$ cat config.mk
export PLATFORM = sky130hd
export DESIGN_NAME = vga_timing_pipe
export DESIGN_NICKNAME = d
export VERILOG_FILES = /design/src/rtl/vga_timing_pipe.sv
export SDC_FILE = /design/constraint.sdc
export NUM_CORES = 1
export LEC_CHECK = 0
export CAP_MARGIN = 10
export CORE_AREA = 2 2 77 79
export CTS_BUF_LIST = sky130_fd_sc_hd__clkbuf_16
export CTS_CLUSTER_DIAMETER = 30
export DETAILED_ROUTE_END_ITERATION = 10
export DIE_AREA = 0 0 79 81
export GPL_TIMING_DRIVEN = 0
export PLACE_DENSITY_LB_ADDON = 0.2
export SLEW_MARGIN = 20
export SYNTH_ARGS = -nofsm -noshare
export SYNTH_HDL_FRONTEND = slang
export SYNTH_SLANG_ARGS = --single-unit
$ cat constraint.sdc
create_clock -name clk -period 4.3 [get_ports clk]
set_clock_uncertainty 0.2 [all_clocks]
set_input_delay 0.86 -clock clk [delete_from_list [all_inputs] [get_ports clk]]
set_output_delay 0.86 -clock clk [all_outputs]
set_load 0.01 [all_outputs]
$ cat src/rtl/vga_timing_pipe.sv
// Parametrised VGA timing generator with a source-latency delay line and test patterns.
// Coordinates go out to the pixel source and RGB comes back SRC_LAT ticks later.
module vga_timing_pipe #(
  parameter int unsigned COLOR_BITS = 2,
  parameter int unsigned COORD_W    = 10,
  parameter int unsigned H_ACTIVE   = 640,
  parameter int unsigned H_FP       = 16,
  parameter int unsigned H_SYNC     = 96,
  parameter int unsigned H_BP       = 48,
  parameter int unsigned V_ACTIVE   = 480,
  parameter int unsigned V_FP       = 10,
  parameter int unsigned V_SYNC     = 2,
  parameter int unsigned V_BP       = 33,
  parameter logic        HS_POL     = 1'b0,
  parameter logic        VS_POL     = 1'b0,
  parameter int unsigned SRC_LAT    = 0
) (
  input  logic                  clk,
  input  logic                  rst,
  input  logic                  enable,
  input  logic [1:0]            mode,
  input  logic [COLOR_BITS-1:0] red_in,
  input  logic [COLOR_BITS-1:0] green_in,
  input  logic [COLOR_BITS-1:0] blue_in,
  output logic [COORD_W-1:0]    xcoor,
  output logic [COORD_W-1:0]    ycoor,
  output logic                  hs,
  output logic                  vs,
  output logic                  display_active,
  output logic [COLOR_BITS-1:0] red_out,
  output logic [COLOR_BITS-1:0] green_out,
  output logic [COLOR_BITS-1:0] blue_out,
  output logic                  line_start,
  output logic                  frame_start
);

  localparam int unsigned H_TOTAL = H_ACTIVE + H_FP + H_SYNC + H_BP;
  localparam int unsigned V_TOTAL = V_ACTIVE + V_FP + V_SYNC + V_BP;

  localparam logic [COORD_W-1:0] H_LAST   = COORD_W'(H_TOTAL - 1);
  localparam logic [COORD_W-1:0] V_LAST   = COORD_W'(V_TOTAL - 1);
  localparam logic [COORD_W-1:0] H_ACT    = COORD_W'(H_ACTIVE);
  localparam logic [COORD_W-1:0] V_ACT    = COORD_W'(V_ACTIVE);
  localparam logic [COORD_W-1:0] H_SYNC_S = COORD_W'(H_ACTIVE + H_FP);
  localparam logic [COORD_W-1:0] H_SYNC_E = COORD_W'(H_ACTIVE + H_FP + H_SYNC);
  localparam logic [COORD_W-1:0] V_SYNC_S = COORD_W'(V_ACTIVE + V_FP);
  localparam logic [COORD_W-1:0] V_SYNC_E = COORD_W'(V_ACTIVE + V_FP + V_SYNC);

  typedef enum logic [1:0] {
    MODE_PASS  = 2'b00,
    MODE_BARS  = 2'b01,
    MODE_WHITE = 2'b10,
    MODE_BLACK = 2'b11
  } mode_e;

  // Everything the output register needs about one coordinate; all-zero is a blanked pixel.
  typedef struct packed {
    logic       act;
    logic       hs_a;
    logic       vs_a;
    logic       ls;
    logic       fs;
    logic [2:0] bar;
  } stage_t;

  logic [COORD_W-1:0]    h_cnt_q, h_cnt_d;
  logic [COORD_W-1:0]    v_cnt_q, v_cnt_d;
  mode_e                 mode_q, mode_eff;
  logic                  load_mode;
  stage_t                s0, tail;
  logic                  hs_q, vs_q, act_q, ls_q, fs_q;
  logic [COLOR_BITS-1:0] r_q, g_q, b_q, r_d, g_d, b_d;

  always_comb begin
    h_cnt_d = h_cnt_q + 1'b1;
    v_cnt_d = v_cnt_q;
    if (h_cnt_q == H_LAST) begin
      h_cnt_d = '0;
      v_cnt_d = (v_cnt_q == V_LAST) ? '0 : v_cnt_q + 1'b1;
    end
  end

  // NOTE: sequential state uses non-blocking (<=) so every register samples pre-edge values.
  always_ff @(posedge clk) begin
    if (rst) begin
      h_cnt_q <= '0;
      v_cnt_q <= '0;
    end else if (enable) begin
      h_cnt_q <= h_cnt_d;
      v_cnt_q <= v_cnt_d;
    end
  end

  assign xcoor = h_cnt_q;
  assign ycoor = v_cnt_q;

  // NOTE: every always_comb output gets a default first so no path can infer a latch.
  always_comb begin
    s0      = '0;
    s0.act  = (h_cnt_q < H_ACT) && (v_cnt_q < V_ACT);
    s0.hs_a = (h_cnt_q >= H_SYNC_S) && (h_cnt_q < H_SYNC_E);
    s0.vs_a = (v_cnt_q >= V_SYNC_S) && (v_cnt_q < V_SYNC_E);
    s0.ls   = (h_cnt_q == '0);
    s0.fs   = (h_cnt_q == '0) && (v_cnt_q == '0);
    for (int k = 1; k < 8; k++) begin
      if (h_cnt_q >= COORD_W'(k * H_ACTIVE / 8)) s0.bar = s0.bar + 3'd1;
    end
  end

  generate
    if (SRC_LAT == 0) begin : g_no_delay
      assign tail = s0;
    end else begin : g_delay
      stage_t dly_q [SRC_LAT];
      // NOTE: the delay line is reset so the first SRC_LAT outputs after reset are blanked, not X.
      always_ff @(posedge clk) begin
        if (rst) begin
          for (int i = 0; i < SRC_LAT; i++) dly_q[i] <= '0;
        end else if (enable) begin
          dly_q[0] <= s0;
          for (int i = 1; i < SRC_LAT; i++) dly_q[i] <= dly_q[i-1];
        end
      end
      assign tail = dly_q[SRC_LAT-1];
    end
  endgenerate

  // A new mode is picked up on the (0,0) tick; bypassing it lets pixel (0,0) see it when SRC_LAT=0.
  assign load_mode = enable && (h_cnt_q == '0) && (v_cnt_q == '0);
  assign mode_eff  = load_mode ? mode_e'(mode) : mode_q;

  always_ff @(posedge clk) begin
    if (rst)            mode_q <= MODE_PASS;
    else if (load_mode) mode_q <= mode_e'(mode);
  end

  always_comb begin
    r_d = '0;
    g_d = '0;
    b_d = '0;
    if (tail.act) begin
      case (mode_eff)
        MODE_PASS: begin
          r_d = red_in;
          g_d = green_in;
          b_d = blue_in;
        end
        MODE_BARS: begin
          r_d = {COLOR_BITS{tail.bar[2]}};
          g_d = {COLOR_BITS{tail.bar[1]}};
          b_d = {COLOR_BITS{tail.bar[0]}};
        end
        MODE_WHITE: begin
          r_d = '1;
          g_d = '1;
          b_d = '1;
        end
        MODE_BLACK: ;
      endcase
    end
  end

  always_ff @(posedge clk) begin
    if (rst) begin
      hs_q  <= ~HS_POL;
      vs_q  <= ~VS_POL;
      act_q <= 1'b0;
      r_q   <= '0;
      g_q   <= '0;
      b_q   <= '0;
      ls_q  <= 1'b0;
      fs_q  <= 1'b0;
    end else if (enable) begin
      hs_q  <= tail.hs_a ? HS_POL : ~HS_POL;
      vs_q  <= tail.vs_a ? VS_POL : ~VS_POL;
      act_q <= tail.act;
      r_q   <= r_d;
      g_q   <= g_d;
      b_q   <= b_d;
      ls_q  <= tail.ls;
      fs_q  <= tail.fs;
    end else begin
      ls_q  <= 1'b0;
      fs_q  <= 1'b0;
    end
  end

  assign hs             = hs_q;
  assign vs             = vs_q;
  assign display_active = act_q;
  assign red_out        = r_q;
  assign green_out      = g_q;
  assign blue_out       = b_q;
  assign line_start     = ls_q;
  assign frame_start    = fs_q;

endmodule

==> results of run 1 <==
## through the flow
step	instances	setup TNS, ns	utilization (%)
after global placement	378	-0.116	47.1
after floorplan	263	0	-
after CTS	387	0	51.2
after detailed placement	378	-0.268	47.1
after global routing	388	-0.00505	52.1
final	388	0	52.1
## flip-flops by register name, indices dropped and copies added, names as in the netlist, 2 cells and up
| name | count |
|---|---|
| blue_out | 2 |
| xcoor | 10 |
| ycoor | 10 |
| mode_q | 2 |
| green_out | 2 |
| red_out | 2 |
## final timing paths
check                         to  cells after the start  slack (ns)      startpoint
setup / recovery      red_out[1]                     20        0.26        xcoor[8]
hold / removal    display_active                      2        0.30  display_active
setup reg to reg      red_out[1]                     20        0.26        xcoor[8]
hold reg to reg   display_active                      2        0.30  display_active
## cell usage in the layout (no fill, tap or decap), types with 8 or more instances in the layout
master | synthesis | routed
a21oi_1 | 10 | 10
nand4_1 | 8 | 8
xnor2_1 | 11 | 11
xor2_1 | 11 | 11
nand2b_1 | 13 | 13
o21ai_0 | 12 | 10
nand2_1 | 23 | 20
nor2_1 | 34 | 33
dfxtp_1 | 33 | 29
inv_1 | 8 | 8
ha_1 | 9 | 8
clkdlybuf4s50_1 | 0 | 40
## power by group through the flow
stage                     clock (uW)  sequential (uW)  combinational (uW)
after floorplan                    0              335                51.3
final                            471              325                97.0
after CTS                        478              325                96.9
after detailed placement           0              331                96.4
after global placement             0              331                96.0
after global routing             490              326                 107
## layer usage
layer | track usage, % | vias to the layer above | share of wire [%]
li1 | - | 1031 | -
met1 | 23.9 | 962 | 50
met2 | 28.2 | 41 | 46
met3 | 3.33 | 4 | 3.8
met4 | 4.14 | 0 | 1.0
met5 | 0 | - | 0
## cells in the mapped netlist (2+ instances only)
cell type	count	share of area [%]
nand2b_1	13	3.7
xnor2_1	11	4.4
nand2_1	23	4.0
nand4_1	8	2.3
buf_2	6	1.4
a221oi_1	5	2.0
nand3b_1	2	0.69
nand3_1	5	1.1
nor2b_1	2	0.57
a311o_1	2	0.92
nor2_1	34	5.9
or2_2	2	0.57
clkbuf_1	5	0.86
a21oi_1	10	2.3
nand3_2	2	0.92
nand4b_1	2	0.80
o311ai_4	2	2.4
mux2i_1	2	0.92
o21a_1	2	0.69
dfxtp_1	33	30
inv_1	8	1.4
nor4_1	3	0.86
buf_4	2	0.69
ha_1	9	5.2
a21boi_0	4	1.4
or3_1	3	0.86
nor3_1	5	1.1
o211ai_1	3	1.0
o22ai_1	2	0.57
xor2_1	11	4.4
nor2_2	2	0.57
a21boi_1	2	0.69
o21ai_0	12	2.8
## cell families (layout without fill, tap and decap cells)
logic type	count (synthesis)	in the layout	share of synthesized area, %
XOR/XNOR	23	23	9.59
adder cells (fa/ha/maj)	9	9	5.17
AO/OA/AOI/OAI	57	57	20.4
flip-flops	33	33	30.3
multiplexers	3	3	1.44
AND/OR/NAND/NOR	115	115	28.1
buffers and inverters	23	73	4.99
## critical path: stages (launching register included)
cell	delay [ns]
dfxtp_2	0.35
buf_6	0.15
nor3_4	0.24
nand2_2	0.11
ha_4	0.27
xor2_1	0.16
ha_1	0.28
o22a_2	0.22
xnor2_2	0.17
o21ai_2	0.07
ha_1	0.31
nand2_2	0.08
o311ai_4	0.10
ha_1	0.23
nand2_1	0.07
nor2_1	0.04
xor2_1	0.19
xnor2_1	0.19
xnor2_1	0.17
a21oi_2	0.11
a221oi_2	0.24
## what timing repair did
action / CTS / global route
gates cloned: 0 / 0
endpoints found under the setup margin: 4 / 4
pin swaps: 2 / 5
gates resized for setup: 7 / 17
setup buffers: 1 / 1
## area by class of cell
| type | count | area [sq um] |
|---|---|---|
| clock buffer | 5 | 125 |
| clock inverter | 3 | 68.8 |
| sequential | 33 | 666 |
| multi-input combinational | 207 | 1460 |
| inverter | 8 | 30.0 |
| fill | 567 | 2720 |
| tap | 75 | 93.8 |
| timing repair buffer | 42 | 415 |
| buffer | 15 | 96.3 |
==> metrics, run 1 <==
H-tree depth 2; # diodes 0; initial antenna violation count 0; Post-DP Area 0.00267 sq mm; Min-Delay Path Class register to register; Setup crit start kind register; sequential power share ~36%; Power Total 892 uW; pin count of the biggest net entering global routing 13; Port Buffers 40; Final Max Tran Viols 0; crit path kind register to register; async set-reset flop share out of synthesis 0%; Mapped Cells 263; Netlist cell types a little under 60; Leak Pwr 0.00106 uW; Final setup violation count 0; share of cells above drive strength 1 16.9%; TritonCTS clock tree built; outcome complete, no violations; fmax between 0.2 and 0.25 GHz; relative slew slack between 50% and 60%; CP max FO 10; die height roughly 80 um; gr usage total 17.4%; number of global-route vias before repair about 1900; Least-Margin Pin Slew 0.697 ns; antenna violation net count after detailed routing 0; routability congestion estimate 0.812; Clock power frac roughly 53%; cts bufs inserted 5; clock root cell clkbuf_16; Final Hold Viols 0; # IOs 42; Syn-to-layout area delta 35.6%; Comb power frac 10.9%; DRC violations left 0; crit share post-route 94.0%; maximum VDD drop 0.313 mV; Post-Syn Area 0.00218 sq mm; pre-CTS setup slack -0.134 ns; Critical Path RT around 4.3 ns; DRT Pass-1 Iters 4; max-cap viol count 0; FF+latch count, synth 33; via count 2038; total routed wirelength 5.42 mm; register area share after synthesis 30.3%; internal power 699 uW; first-pass GRT wire length roughly 9.0 mm; gr ovfl total 0; DP Wirelength ~3.9 mm; Clk Latency, worst-skew pair 0.28 ns; vias per std cell around 5.3; die width 79 um; crit end category register; EDFF count, synth 0; Final min period 4.04 ns; Post-Synthesis Net Count 283; final worst slack 0.256 ns; Clock Pin Slew Worst Setup and Hold Paths around 0.06 ns; DRT iter0 DRCs 68; Longest Clk Path Bufs 2; Sw Ratio 21.6%; Ys Warns 0; worst hold margin 0.296 ns; Starting Density 38.4%; pwr/cell area 302 mW/mm^2; drt wl/cell 14.0 um; Post-layout nets between 300 and 400; number of clock sinks 33; core area 0.00568 sq mm; ys flop type dfxtp_1; cell area after layout 0.00296 sq mm; number of core rows 28; Avg Synthesized Cell Area 8.29 sq um; switching power just under 200 uW; Die ar. around 0.0064 sq mm; hold_buf cts 0; CP Data Arrival Time about 4.0 ns
(Power assumes the default switching activity.)
==> run 2, diff against run 1 <==
- CORE_AREA: 2 2 77 79 -> 2 2 66 93
- DIE_AREA: 0 0 79 81 -> 0 0 68 95
==> run 2 against run 1 <==
Effect of this change: core utilization is 1.5 points lower; critical endpoint unchanged; clock-buffer cell count unchanged; worst hold slack got worse by 0.013 ns; combinational power shrank 1%; sequential share of layout area increased by 0.62 points; highest routed layer unchanged; sequential power is essentially flat; power down 16%; die area grew 0.95%; worst setup slack gained 0.036 ns; first-iteration DRC count rose by 16%; non-clock buffer count down 1; critical path depth unchanged; critical path type unchanged.
==> metrics, run 2 (synthesis results as in run 1) <==
via count 2036 (was 2038); Crit. Startpoint xcoor[4] (was xcoor[8]); share of cells above drive strength 1 14.8% (was 16.9%); CP most frequent cell ha_1 (unchanged); sequential power share 43.5% (was 36.4%); Hold Path Origin display_active (unchanged); cts bufs inserted 5 (unchanged); die height 95 um (was 81 um); outcome complete, no violations (unchanged); Leak Pwr 0.00102 uW (was 0.00106 uW); hold_buf cts 0 (unchanged); die width 68 um (was 79 um); slowest CP cell dfxtp_1 (was dfxtp_2); switching power 174 uW (was 193 uW); Post-layout nets 331 (was 332); Worst R2R End red_out[1] (unchanged); r2r worst-path depth 20 (unchanged); worst reg2reg startpoint xcoor[4] (was xcoor[8]); first-pass GRT wire length 8.91 mm (was 8.97 mm); most common cell after layout, fill and taps aside clkdlybuf4s50_1 (unchanged); H-tree depth 2 (unchanged); Post-DP Area 0.00267 sq mm (about the same); core area 0.00570 sq mm (was 0.00568 sq mm); setup_tns 0 ns (unchanged); DP Wirelength 4.03 mm (was 3.91 mm); busiest grt layer met2 (unchanged); max-cap viol count 0 (unchanged); crit path cell chain buf_4, o21ai_1, nand2_2, ha_4, xor2_1, ha_1, o22a_2, xnor2_2, o21ai_1, ha_1, nand2_1, o311ai_4, ha_1, nand2_1, nor2_1, xor2_1, xnor2_1, xnor2_1, a21oi_2, a221oi_2 (was buf_6, nor3_4, nand2_2, ha_4, xor2_1, ha_1, o22a_2, xnor2_2, o21ai_2, ha_1, nand2_2, o311ai_4, ha_1, nand2_1, nor2_1, xor2_1, xnor2_1, xnor2_1, a21oi_2, a221oi_2); Syn-to-layout area delta 32.3% (was 35.6%); pin count of the biggest net entering global routing 11 (was 13); Min-Delay Path Class register to register (unchanged); DRC violations left 0 (unchanged); clock root cell clkbuf_16 (unchanged); Die ar. 0.00646 sq mm (was 0.00640 sq mm); Setup crit start kind register (unchanged); met2 usage 32.0% (was 28.2%); cell area after layout 0.00288 sq mm (was 0.00296 sq mm); # IOs 42 (unchanged); crit end category register (unchanged); gr usage total 17.8% (was 17.4%); Critical Path RT 4.29 ns (about the same); Hold Crit Endpoint display_active (unchanged); Clk Latency, worst-skew pair 0.27 ns (was 0.28 ns); fmax 0.250 GHz (was 0.247 GHz); most frequent cells in the layout clkdlybuf4s50_1 (40), nor2_1 (33), dfxtp_1 (30) (was clkdlybuf4s50_1 (40), nor2_1 (33), dfxtp_1 (29)); Final Hold Viols 0 (unchanged); Comb power frac 12.9% (was 10.9%); TritonCTS clock tree built (unchanged); Final Max Tran Viols 0 (unchanged); number of global-route vias before repair 1973 (was 1889); CP Data Arrival Time 3.99 ns (was 4.03 ns); Starting Density 38.3% (was 38.4%); vias per std cell 5.36 (was 5.25); r2r setup slk 0.29 ns (was 0.26 ns); total routed wirelength 5.41 mm (was 5.42 mm); CP max FO 10 (unchanged); crit path kind register to register (unchanged); DRT iter0 DRCs 79 (was 68); internal power 572 uW (was 699 uW); drt wl/cell 14.2 um (was 14.0 um); antenna violation net count after detailed routing 0 (unchanged); # diodes 0 (unchanged); initial antenna violation count 0 (unchanged); Port Buffers 40 (unchanged); number of clock sinks 33 (unchanged); max incr delay on CP 0.33 ns (was 0.35 ns); Clock power frac 43.6% (was 52.8%); relative slew slack 57.0% (was 53.1%); Least-Margin Pin Slew 0.639 ns (was 0.697 ns); routability congestion estimate 0.774 (was 0.812); crit share post-route 93.2% (was 94.0%); Final setup violation count 0 (unchanged); DRT Pass-1 Iters 4 (unchanged); number of core rows 33 (was 28); met1 global-route usage 21.1% (was 23.9%); gr ovfl total 0 (unchanged); Final min period 4.01 ns (was 4.04 ns); worst hold stages 2 (unchanged); pwr/cell area 259 mW/mm^2 (was 302 mW/mm^2); Clock Pin Slew Worst Setup and Hold Paths 0.05 ns (was 0.06 ns); Longest Clk Path Bufs 2 (unchanged); Sw Ratio 23.4% (was 21.6%); maximum VDD drop 0.241 mV (was 0.313 mV); met3 Usage GRT 2.74% (was 3.33%)
==> run 2: stage by stage <==
| stage | util (%) | worst slack (ns) | instances | hold WS, ns | total power (uW) |
|---|---|---|---|---|---|
| 5_1_grt | 50.6 | -0.0307 | 380 | 0.310 | 774 |
| 3_5_place_dp | 46.8 | -0.160 | 373 | 0.282 | 427 |
| 4_1_cts | 49.7 | 0.0377 | 380 | 0.291 | 755 |
| 2_1_floorplan | - | 0.223 | 263 | 0.284 | 386 |
| 6_report | 50.6 | 0.293 | 380 | 0.283 | 746 |
| 3_3_place_gp | 46.8 | -0.0883 | 373 | 0.277 | 426 |
==> run 2: routing by layer <==
layer | wire length (um) | share of wire [%] | vias up
li1 | - | - | 1029
met1 | 2290 | 42 | 975
met2 | 2900 | 54 | 26
met3 | 142 | 2.6 | 6
met4 | 67 | 1.2 | 0
met5 | 0 | 0 | -
==> run 2: timing repair <==
item | 4_1_cts | 5_1_grt
pin swaps | 2 | 6
setup buffers | 1 | 2
resized for setup | 5 | 19
setup endpoints to repair | 4 | 4
==> run 2: worst max-delay path by stage <==
| stage | end | slack [ns] | depth (start not counted) |
|---|---|---|---|
| after global routing | red_out[1] | -0.03 | 20 |
| after detailed placement | red_out[1] | -0.16 | 20 |
| final | red_out[1] | 0.29 | 20 |
| after floorplan | red_out[1] | 0.22 | 20 |
| after CTS | red_out[1] | 0.04 | 20 |
| after global placement | red_out[1] | -0.09 | 20 |
==> run 2: area by class of cell <==
| class | count | area, sq um |
|---|---|---|
| multi-input cells | 207 | 1460 |
| fillers | 565 | 2820 |
| flip-flops and latches | 33 | 667 |
| clock buffers | 5 | 125 |
| inverters | 8 | 30.0 |
| plain buffers | 13 | 81.3 |
| repair buffers | 43 | 423 |
| clock inverters | 1 | 5.00 |
| well taps | 70 | 87.6 |
==> run 2: power groups by stage <==
stage | Combinational (uW) | Sequential, uW | Clock (uW)
after detailed placement | 95.8 | 331 | 0
after CTS | 96.1 | 325 | 334
after global placement | 95.0 | 331 | 0
after global routing | 106 | 326 | 342
after floorplan | 51.3 | 335 | 0
final | 96.0 | 325 | 325
==> run 2: worst max-delay path, delay by kind of cell (launching register included) <==
kind / cells / cell delay, ns
buffers and inverters: 1 / 0.18
XOR/XNOR: 5 / 0.90
AND/OR/NAND/NOR: 4 / 0.30
adder cells (fa/ha/maj): 4 / 1.09
flip-flops: 1 / 0.33
AO/OA/AOI/OAI: 6 / 0.92
==> run 3, diff against run 2 <==
- MAX_ROUTING_LAYER: unset -> met4
==> run 3 against run 2 <==
Effect of this change: cell count is the same; first-iteration DRC count grew 6.3%; wire length is essentially flat; maximum frequency is essentially flat; non-clock buffer count is the same; die area is the same; sequential cell count is the same; largest cell class unchanged; global-route usage grew 0.49 points; power is essentially flat; sequential power is essentially flat; core utilization is the same.
==> metrics, run 3 (synthesis results as in run 1) <==
outcome complete, no violations (unchanged); cell family with most CP delay adder cells (unchanged); Starting Density 38.3% (unchanged); crit share post-route 93.2% (about the same); drt wl/cell 14.2 um (about the same); Least-Margin Pin Slew 0.639 ns (about the same); crit path kind register to register (unchanged); via count 2034 (was 2036); met3 routed WL 132 um (was 142 um); cts bufs inserted 5 (unchanged); DR top layer met4 (unchanged); # diodes 0 (unchanged); CP Data Arrival Time 4.00 ns (was 3.99 ns); Clk Latency, worst-skew pair 0.27 ns (about the same); crit path cell chain buf_4, o21ai_1, nand2_2, ha_4, xor2_1, ha_1, o22a_2, xnor2_2, o21ai_1, ha_1, nand2_1, o311ai_4, ha_1, nand2_1, nor2_1, xor2_1, xnor2_1, xnor2_1, a21oi_2, a221oi_2 (unchanged); Syn-to-layout area delta 32.3% (unchanged); r2r setup slk 0.29 ns (about the same); Die ar. 0.00646 sq mm (unchanged); number of core rows 33 (unchanged); routability congestion estimate 0.784 (was 0.774); Final setup violation count 0 (unchanged); Longest Clk Path Bufs 2 (unchanged); total routed wirelength 5.40 mm (was 5.41 mm); Post-layout nets 331 (unchanged); number of global-route vias before repair 1970 (was 1973); Core Util, Final 50.6% (unchanged); Port Buffers 40 (unchanged); area of the multi-input gates 0.00146 sq mm (unchanged); Met1 Wirelength 2.31 mm (was 2.29 mm); gr usage total 18.3% (was 17.8%); Clock Pin Slew Worst Setup and Hold Paths 0.05 ns (about the same); gr ovfl total 0 (unchanged); hold_buf cts 0 (unchanged); fmax 0.249 GHz (was 0.250 GHz); DRT iter0 DRCs 84 (was 79); CP max FO 10 (unchanged); TritonCTS clock tree built (unchanged); initial antenna violation count 0 (unchanged); slowest CP cell dfxtp_1 (unchanged); Setup crit start kind register (unchanged); DRC violations left 0 (unchanged); Buf+Inv Stages, Crit Path 1 (unchanged); vias per std cell 5.35 (was 5.36); most frequent cells in the layout clkdlybuf4s50_1 (40), nor2_1 (33), dfxtp_1 (30) (unchanged); relative slew slack 57.0% (about the same); antenna violation net count after detailed routing 0 (unchanged); share of cells above drive strength 1 14.8% (unchanged); maximum VDD drop 0.240 mV (was 0.241 mV); Placed Cells 373 (unchanged); first-pass GRT wire length 8.92 mm (was 8.91 mm); Final min period 4.01 ns (about the same); Final Max Tran Viols 0 (unchanged); pwr/cell area 259 mW/mm^2 (about the same); clock root cell clkbuf_16 (unchanged); die height 95 um (unchanged); most common cell after layout, fill and taps aside clkdlybuf4s50_1 (unchanged); pin count of the biggest net entering global routing 11 (unchanged); Leak Pwr 0.00102 uW (unchanged); Min-Delay Path Class register to register (unchanged); post-route insts no fill 380 (unchanged); WL met2 2.89 mm (was 2.90 mm); number of clock sinks 33 (unchanged); H-tree depth 2 (unchanged); Fill cells 565 (unchanged); CP most frequent cell ha_1 (unchanged); max-cap viol count 0 (unchanged); DP Wirelength 4.03 mm (unchanged); setup_tns 0 ns (unchanged); Critical Path RT 4.29 ns (about the same); crit end category register (unchanged); Final Hold Viols 0 (unchanged); max incr delay on CP 0.33 ns (about the same); die width 68 um (unchanged); DRT Pass-1 Iters 4 (unchanged); # IOs 42 (unchanged); Storage cell area 667 sq um (unchanged); core area 0.00570 sq mm (unchanged)
## run 3: cell counts in the layout (fill, tap and decap cells not counted)
Identical to the previous run, type by type.
## run 3: final timing paths
kind / endpoint / from / depth (start not counted)
hold reg to reg: display_active / display_active / 2
setup / recovery: red_out[1] / xcoor[4] / 20
setup reg to reg: red_out[1] / xcoor[4] / 20
hold / removal: display_active / display_active / 2
## run 3: per-layer routing
layer	vias to the layer above	GRT usage, %
li1	1029	-
met1	971	21.3
met2	28	32.0
met3	6	2.50
met4	0	5.33
met5	-	-
## run 3: layout make-up
type	instances	area share, %
plain buffers	13	2.82
clock buffers	5	4.34
clock inverters	1	0.174
inverters	8	1.04
multi-input cells	207	50.8
flip-flops and latches	33	23.1
well taps	70	3.04
repair buffers	43	14.7
## run 3: worst register-to-register path, stage by stage, from the launching register on
cell and delay, ns:
dfxtp_1 0.33, buf_4 0.19, o21ai_1 0.17, nand2_2 0.10, ha_4 0.27, xor2_1 0.16, ha_1 0.29, o22a_2 0.22
xnor2_2 0.16, o21ai_1 0.09, ha_1 0.30, nand2_1 0.10, o311ai_4 0.11, ha_1 0.23, nand2_1 0.06, nor2_1 0.04
xor2_1 0.18, xnor2_1 0.23, xnor2_1 0.17, a21oi_2 0.10, a221oi_2 0.23
## run 3: timing repair
action | in CTS | in global routing
setup endpoints to repair | 4 | 4
gates resized for setup | 5 | 19
pin swaps | 2 | 6
buffers inserted | 1 | 2
## run 3: per-stage QoR
stage	setup WS [ns]	instance area (sq um)	power, uW	hold slack, ns
after floorplan	0.223	2180	386	0.284
after global placement	-0.0883	2670	426	0.277
after detailed placement	-0.160	2670	427	0.282
after CTS	0.0377	2830	755	0.291
after global routing	-0.0307	2880	774	0.310
final	0.291	2880	746	0.283
## run 3: power by group
part	leakage [uW]	total [uW]	internal, uW	switching (uW)
clock	0.0000655	325	206	119
sequential	0.000270	325	317	8.03
combinational	0.000684	96.1	48.6	47.5
